===== src/rtl/umi_req_split_pkg.sv =====
// Shared UMI definitions for the request splitter: opcodes, command-word
// field positions, FSM state type and small opcode helpers.
package umi_req_split_pkg;

  localparam logic [4:0] UMI_REQ_READ   = 5'h01;
  localparam logic [4:0] UMI_REQ_WRITE  = 5'h03;
  localparam logic [4:0] UMI_REQ_POSTED = 5'h05;

  localparam int OPC_LSB  = 0;
  localparam int OPC_W    = 5;
  localparam int SIZE_LSB = 5;
  localparam int SIZE_W   = 3;
  localparam int LEN_LSB  = 8;
  localparam int LEN_W    = 8;
  localparam int EOM_BIT  = 22;
  localparam int EOF_BIT  = 23;

  typedef enum logic {
    ST_IDLE  = 1'b0,
    ST_SPLIT = 1'b1
  } split_state_e;

  // Requests that are cut into narrower beats; everything else passes whole.
  function automatic logic is_split_op(input logic [OPC_W-1:0] opc);
    return (opc == UMI_REQ_READ) || (opc == UMI_REQ_WRITE) || (opc == UMI_REQ_POSTED);
  endfunction

  // Requests whose payload must fit in the input data bus.
  function automatic logic is_write_op(input logic [OPC_W-1:0] opc);
    return (opc == UMI_REQ_WRITE) || (opc == UMI_REQ_POSTED);
  endfunction

endpackage


===== src/rtl/umi_req_split_beat.sv =====
// Per-beat calculator: from element size and words still to send, derives
// the word count of this beat, its LEN field, whether it is the last beat,
// and the byte increment to apply to both addresses afterwards.
module umi_req_split_beat #(
  parameter int AW  = 64,
  parameter int ODW = 64
) (
  input  logic [2:0]    size_i,
  input  logic [8:0]    rem_i,
  output logic [8:0]    n_o,
  output logic [7:0]    len_o,
  output logic          last_o,
  output logic [AW-1:0] incr_o
);

  localparam int BPB = ODW / 8;

  logic [8:0] wpb;

  // Beat size is the smaller of words remaining and words per output beat.
  always_comb begin
    // NOTE: every output gets a value on every path, so no latch is inferred.
    wpb    = 9'(BPB >> size_i);
    n_o    = wpb;
    last_o = 1'b0;
    if (rem_i <= wpb) begin
      n_o    = rem_i;
      last_o = 1'b1;
    end
    len_o  = 8'(n_o - 9'd1);
    incr_o = AW'(n_o) << size_i;
  end

endmodule


===== src/rtl/umi_req_split.sv =====
// UMI request splitter: accepts one wide request and replays it as a run of
// ODW-wide beats, rewriting LEN, addresses and EOM/EOF on each beat.
// Oversized requests are swallowed and flagged with a one-cycle pulse.
module umi_req_split
  import umi_req_split_pkg::*;
#(
  parameter int CW  = 32,
  parameter int AW  = 64,
  parameter int IDW = 256,
  parameter int ODW = 64
) (
  input  logic           clk,
  input  logic           nreset,
  input  logic           umi_in_valid,
  input  logic [CW-1:0]  umi_in_cmd,
  input  logic [AW-1:0]  umi_in_dstaddr,
  input  logic [AW-1:0]  umi_in_srcaddr,
  input  logic [IDW-1:0] umi_in_data,
  output logic           umi_in_ready,
  output logic           umi_out_valid,
  output logic [CW-1:0]  umi_out_cmd,
  output logic [AW-1:0]  umi_out_dstaddr,
  output logic [AW-1:0]  umi_out_srcaddr,
  output logic [ODW-1:0] umi_out_data,
  input  logic           umi_out_ready,
  output logic           err_oversize
);

  split_state_e   state_q;
  logic [CW-1:0]  tmpl_cmd_q;   // command of the request being split
  logic [AW-1:0]  nxt_dst_q;    // destination of the following beat
  logic [AW-1:0]  nxt_src_q;    // source of the following beat
  logic [IDW-1:0] data_q;       // payload not yet emitted, beat 0 at LSBs
  logic [8:0]     rem_q;        // words left after the beat on the output
  logic           out_valid_q;
  logic [CW-1:0]  out_cmd_q;
  logic [AW-1:0]  out_dst_q;
  logic [AW-1:0]  out_src_q;
  logic [ODW-1:0] out_data_q;
  logic           err_q;

  logic [OPC_W-1:0]  in_opc;
  logic [SIZE_W-1:0] in_size;
  logic [8:0]        in_total;
  logic [31:0]       in_elem_bytes;
  logic [31:0]       in_req_bytes;
  logic              in_split;
  logic              in_oversize;
  logic              last_hs;
  logic              advance;
  logic              in_accept;

  assign in_opc        = umi_in_cmd[OPC_LSB +: OPC_W];
  assign in_size       = umi_in_cmd[SIZE_LSB +: SIZE_W];
  assign in_total      = {1'b0, umi_in_cmd[LEN_LSB +: LEN_W]} + 9'd1;
  assign in_elem_bytes = 32'd1 << in_size;
  assign in_req_bytes  = {23'd0, in_total} << in_size;
  assign in_split      = is_split_op(in_opc);
  assign in_oversize   = (in_elem_bytes > 32'(ODW / 8)) ||
                         (is_write_op(in_opc) && (in_req_bytes > 32'(IDW / 8)));

  // The output beat is always valid in SPLIT; rem_q == 0 marks the last one.
  assign last_hs      = (state_q == ST_SPLIT) && umi_out_ready && (rem_q == 9'd0);
  assign advance      = (state_q == ST_SPLIT) && umi_out_ready && (rem_q != 9'd0);
  assign umi_in_ready = (state_q == ST_IDLE) || last_hs;
  assign in_accept    = umi_in_valid && umi_in_ready;

  // One calculator serves both the first beat (from the input) and later beats.
  logic [2:0]    calc_size;
  logic [8:0]    calc_rem;
  logic [8:0]    beat_n;
  logic [7:0]    beat_len;
  logic          beat_last;
  logic [AW-1:0] beat_incr;

  assign calc_size = in_accept ? in_size : tmpl_cmd_q[SIZE_LSB +: SIZE_W];
  assign calc_rem  = in_accept ? in_total : rem_q;

  umi_req_split_beat #(
    .AW  (AW),
    .ODW (ODW)
  ) u_beat (
    .size_i (calc_size),
    .rem_i  (calc_rem),
    .n_o    (beat_n),
    .len_o  (beat_len),
    .last_o (beat_last),
    .incr_o (beat_incr)
  );

  logic [CW-1:0] base_cmd;
  logic [CW-1:0] beat_cmd;

  // Rewrite LEN and gate EOM/EOF so only the final beat carries them.
  always_comb begin
    base_cmd                      = in_accept ? umi_in_cmd : tmpl_cmd_q;
    beat_cmd                      = base_cmd;
    beat_cmd[LEN_LSB +: LEN_W]    = beat_len;
    beat_cmd[EOM_BIT]             = base_cmd[EOM_BIT] & beat_last;
    beat_cmd[EOF_BIT]             = base_cmd[EOF_BIT] & beat_last;
  end

  // Split FSM with registered outputs; beats only change on accept or handshake.
  always_ff @(posedge clk or negedge nreset) begin
    // NOTE: the datapath registers are reset as well, since the outputs must read 0 in reset.
    if (!nreset) begin
      state_q     <= ST_IDLE;
      tmpl_cmd_q  <= '0;
      nxt_dst_q   <= '0;
      nxt_src_q   <= '0;
      data_q      <= '0;
      rem_q       <= '0;
      out_valid_q <= 1'b0;
      out_cmd_q   <= '0;
      out_dst_q   <= '0;
      out_src_q   <= '0;
      out_data_q  <= '0;
      err_q       <= 1'b0;
    end else begin
      // NOTE: non-blocking assignments, so every branch reads pre-edge register values.
      err_q <= 1'b0;
      if (in_accept) begin
        if (!in_split) begin
          state_q     <= ST_SPLIT;
          rem_q       <= 9'd0;
          out_valid_q <= 1'b1;
          out_cmd_q   <= umi_in_cmd;
          out_dst_q   <= umi_in_dstaddr;
          out_src_q   <= umi_in_srcaddr;
          out_data_q  <= umi_in_data[ODW-1:0];
        end else if (in_oversize) begin
          state_q     <= ST_IDLE;
          out_valid_q <= 1'b0;
          err_q       <= 1'b1;
        end else begin
          state_q     <= ST_SPLIT;
          tmpl_cmd_q  <= umi_in_cmd;
          rem_q       <= in_total - beat_n;
          nxt_dst_q   <= umi_in_dstaddr + beat_incr;
          nxt_src_q   <= umi_in_srcaddr + beat_incr;
          data_q      <= umi_in_data >> ODW;
          out_valid_q <= 1'b1;
          out_cmd_q   <= beat_cmd;
          out_dst_q   <= umi_in_dstaddr;
          out_src_q   <= umi_in_srcaddr;
          out_data_q  <= umi_in_data[ODW-1:0];
        end
      end else if (last_hs) begin
        state_q     <= ST_IDLE;
        out_valid_q <= 1'b0;
      end else if (advance) begin
        rem_q      <= rem_q - beat_n;
        nxt_dst_q  <= nxt_dst_q + beat_incr;
        nxt_src_q  <= nxt_src_q + beat_incr;
        data_q     <= data_q >> ODW;
        out_cmd_q  <= beat_cmd;
        out_dst_q  <= nxt_dst_q;
        out_src_q  <= nxt_src_q;
        out_data_q <= data_q[ODW-1:0];
      end
    end
  end

  assign umi_out_valid   = out_valid_q;
  assign umi_out_cmd     = out_cmd_q;
  assign umi_out_dstaddr = out_dst_q;
  assign umi_out_srcaddr = out_src_q;
  assign umi_out_data    = out_data_q;
  assign err_oversize    = err_q;

endmodule


===== config.mk =====
export PLATFORM = sky130hd
export DESIGN_NAME = umi_req_split
export DESIGN_NICKNAME = d
export VERILOG_FILES = /design/src/rtl/umi_req_split_pkg.sv /design/src/rtl/umi_req_split_beat.sv /design/src/rtl/umi_req_split.sv
export SDC_FILE = /design/constraint.sdc
export NUM_CORES = 1
export LEC_CHECK = 0
export CAP_MARGIN = 20
export CORE_MARGIN = 2
export CORE_UTILIZATION = 56
export DETAILED_ROUTE_END_ITERATION = 8
export PLACE_DENSITY = 0.9
export SYNTH_ARGS = -nofsm -noshare
export SYNTH_HDL_FRONTEND = slang
export SYNTH_HIERARCHICAL = 1
export SYNTH_SLANG_ARGS = --single-unit

===== constraint.sdc =====
create_clock -name clk -period 9.65 [get_ports clk]
set_input_delay 1.4475 -clock clk [delete_from_list [all_inputs] [get_ports clk]]
set_output_delay 1.4475 -clock clk [all_outputs]
set_load 0.005 [all_outputs]

==> results_dict.tcl <==
set metrics [dict create \
    status "complete, no violations" \
    drv_slew 0 \
    synth_cells 4141 \
    drtIter0Drc 3285 \
    numCtsBuffers 60 \
    yosys.area.top_type "dfrtp_1" \
    cts_sinks 579 \
    power.leakage_uw 0.0192 \
    worst_r2r_endpoint "nxt_src_q[60]" \
    hold_path_end "tmpl_cmd_q[24]" \
    grt_overflow_total 0 \
    reg2reg_from "rem_q[7]" \
    most-common-layout-cells "1166 x nand2_1, 645 x clkdlybuf4s50_1, 579 x dfrtp_1" \
    power_uw 11200 \
    grt_max_degree 208 \
    drive_gt1_frac 0.0659 \
    syn_avg_cell_area_um2 8.31 \
    drtPass1Iterations 6 \
    hold_start "tmpl_cmd_q[24]" \
    power_density_nw_per_um2 260 \
    ys_types 94 \
    antenna_found_initial 30 \
    cp_num_buf_inv 5 \
    rows 90 \
    route.final.wire_length_mm 114 \
    grt_usage 0.354 \
    slew_headroom 0.293 \
    yosysWarnings 6 \
    ant_nets 0 \
    synth_area_um2 34400 \
    ctsResizeCount 0 \
    area_growth_pct 24.7 \
    dieArea_um2 63500 \
    cts_tree "done" \
    nFillCells 4610 \
    synth_top_area_frac 0.421 \
    cpMostUsedCell "inv_1" \
    htreeDepth 2 \
    place_area_um2 40700 \
    wire_per_inst_um 20.8 \
    die_h_um 252 \
    r2r_slack_ns 1.12 \
    io_buffers 646 \
    cts_root_buf "clkbuf_16" \
    fin_tns_setup_ns 0 \
    ir_drop_mv 0.196 \
    cts_buffer_depth 3 \
    ys_async_sr_fraction 1.00 \
    hold_class "flop to flop" \
    fin_crit_ns 8.88 \
    start_kind "input pin" \
    core_area_um2 60600 \
    drc 0 \
    final_common_cell "nand2_1" \
    finalCritPeriodShare 0.920 \
    arrival_ns 9.37 \
    clock_latency_ns 0.65 \
    vias_per_cell 5.90 \
    postCtsSetupBuffers 0 \
    fin_area_um2 42900 \
    gp_congestion 0.980 \
    finalNonFillerCells 5485 \
    cp_slowest_stage_delay_ns 0.72 \
    first_global_vias 31620 \
    clk_pin_slew_ns 0.06 \
    hold_viol 0 \
    crit_fanout 16 \
    timing.fmax_ghz 0.113 \
    slowest_stage "o21ai_0" \
    synth_edf_count 0 \
    dp_cells 5343 \
    synth-main-ff-cell "dfrtp_1" \
    ys_seq_area_frac 0.421 \
    grt_pass1_wl_mm 177 \
    cp.required_ns 10.14 \
    start_util 0.568 \
    dp_hpwl_mm 82.8 \
    hold-worst-slack_ns 0.474 \
    r2r_cells 27 \
    rsz0062_at_grt "false" \
    synth_area_leaders "dfrtp_1 42%, nand2_1 13%, ha_1 5.8%" \
    worst_slew_pin_slew_ns 1.06 \
    cpLargestDelayFamily "compound AO/OA/AOI/OAI gates" \
    pin_count 647 \
    worstSetupPathType "input pin to flop" \
    via_count 32379 \
    crit_path_end_kind "flop" \
    skew_ns 0.0204 \
    chipWidth_um 252 \
    synth-seq-cells 579 \
    hold-path-cell-count 2 \
    hold_buffers 0 \
    setup_viol 0 \
    final_nets 5207 \
    max_cap_violations 0 \
]
## area by class of cell
type                       count  area, µm²  area share
clock inverter                33        465      0.0108
sequential                   579      14500       0.337
clock buffer                  79       1670      0.0390
antenna                       30       75.1     0.00175
inverter                      63        236     0.00551
multi-input combinational   3248      18300       0.426
timing repair buffer         671       6720       0.157
tap                          782        978      0.0228
## logic make-up after synthesis
family	count (synthesis)	share of synthesized area
AO/OA/AOI/OAI	876	0.159
XOR/XNOR	141	0.0361
adder cells (fa/ha/maj)	164	0.0605
buffers and inverters	371	0.0553
flip-flops	579	0.421
multiplexers	146	0.0472
other	1	0.000109
AND/OR/NAND/NOR	1863	0.220
## synth_stat cells, types with 30 or more instances
master,count
o21ai_0,121
ha_1,160
buf_2,67
clkbuf_1,130
inv_1,62
nor3_1,30
xnor2_1,83
a21oi_1,270
buf_4,94
a21o_1,88
nand3_1,97
dfrtp_1,579
nor2_1,419
xor2_1,57
a31oi_1,237
nand2_1,1170
mux2_2,132
## through the flow
stage	util	worst slack, ns
2_1_floorplan	-	2.39
3_3_place_gp	0.672	0.561
3_5_place_dp	0.672	0.381
4_1_cts	0.707	1.01
5_1_grt	0.709	0.256
6_report	0.709	0.772
## worst max-delay path by stage
stage | start | endpoint | slack (ns) | depth (start not counted)
global route | umi_out_ready | nxt_src_q[60] | 0.26 | 27
detailed placement | umi_out_ready | nxt_src_q[60] | 0.38 | 27
finish | umi_out_ready | nxt_src_q[60] | 0.77 | 27
floorplan | umi_out_ready | nxt_src_q[58] | 2.39 | 26
global placement | umi_out_ready | nxt_src_q[56] | 0.56 | 27
CTS | umi_out_ready | nxt_src_q[60] | 1.01 | 27
## power breakdown
| part | internal, µW | total [µW] | switching, µW |
|---|---|---|---|
| sequential | 3060 | 3460 | 399 |
| clock | 1490 | 2530 | 1040 |
| combinational | 2350 | 5190 | 2840 |
| total | 6900 | 11200 | 4280 |
## state kept, by name, indices dropped and copies added (netlist names)
name / count
err_oversize: 1
tmpl_cmd_q: 24
umi_out_data: 64
umi_out_dstaddr: 64
rem_q: 9
nxt_src_q: 64
umi_out_valid: 1
umi_out_srcaddr: 64
nxt_dst_q: 64
umi_out_cmd: 32
data_q: 192
## worst reg2reg max path, cell delays in order (launching register included)
cell and delay (ns):
dfrtp_1 0.44, nor4_1 0.31, nand3_1 0.25, o21ai_0 0.79, and2_4 0.36, nand2_1 0.09, nand2_1 0.35, inv_1 0.17
nor3_1 0.19, inv_1 0.09, ha_1 0.29, and3b_1 0.19, a2111oi_2 0.38, o211ai_2 0.37, nor4_1 0.56, inv_1 0.20
fa_1 0.49, nand2b_1 0.18, a21oi_1 0.21, o21ai_0 0.22, nand2b_1 0.18, a31oi_1 0.22, o31a_1 0.41, o41ai_2 0.57
a21oi_1 0.31, o31ai_1 0.32, xnor2_1 0.16, a21oi_1 0.08
## metal layers
metal  global-route usage  part of all wire  vias up
li1                     -                 -    15035
met1                0.468              0.40    15437
met2                0.550              0.45     1555
met3               0.0749             0.087      348
met4                0.188             0.058        4
met5                    0           0.00020        -
Power figures use the tool's default switching activity.
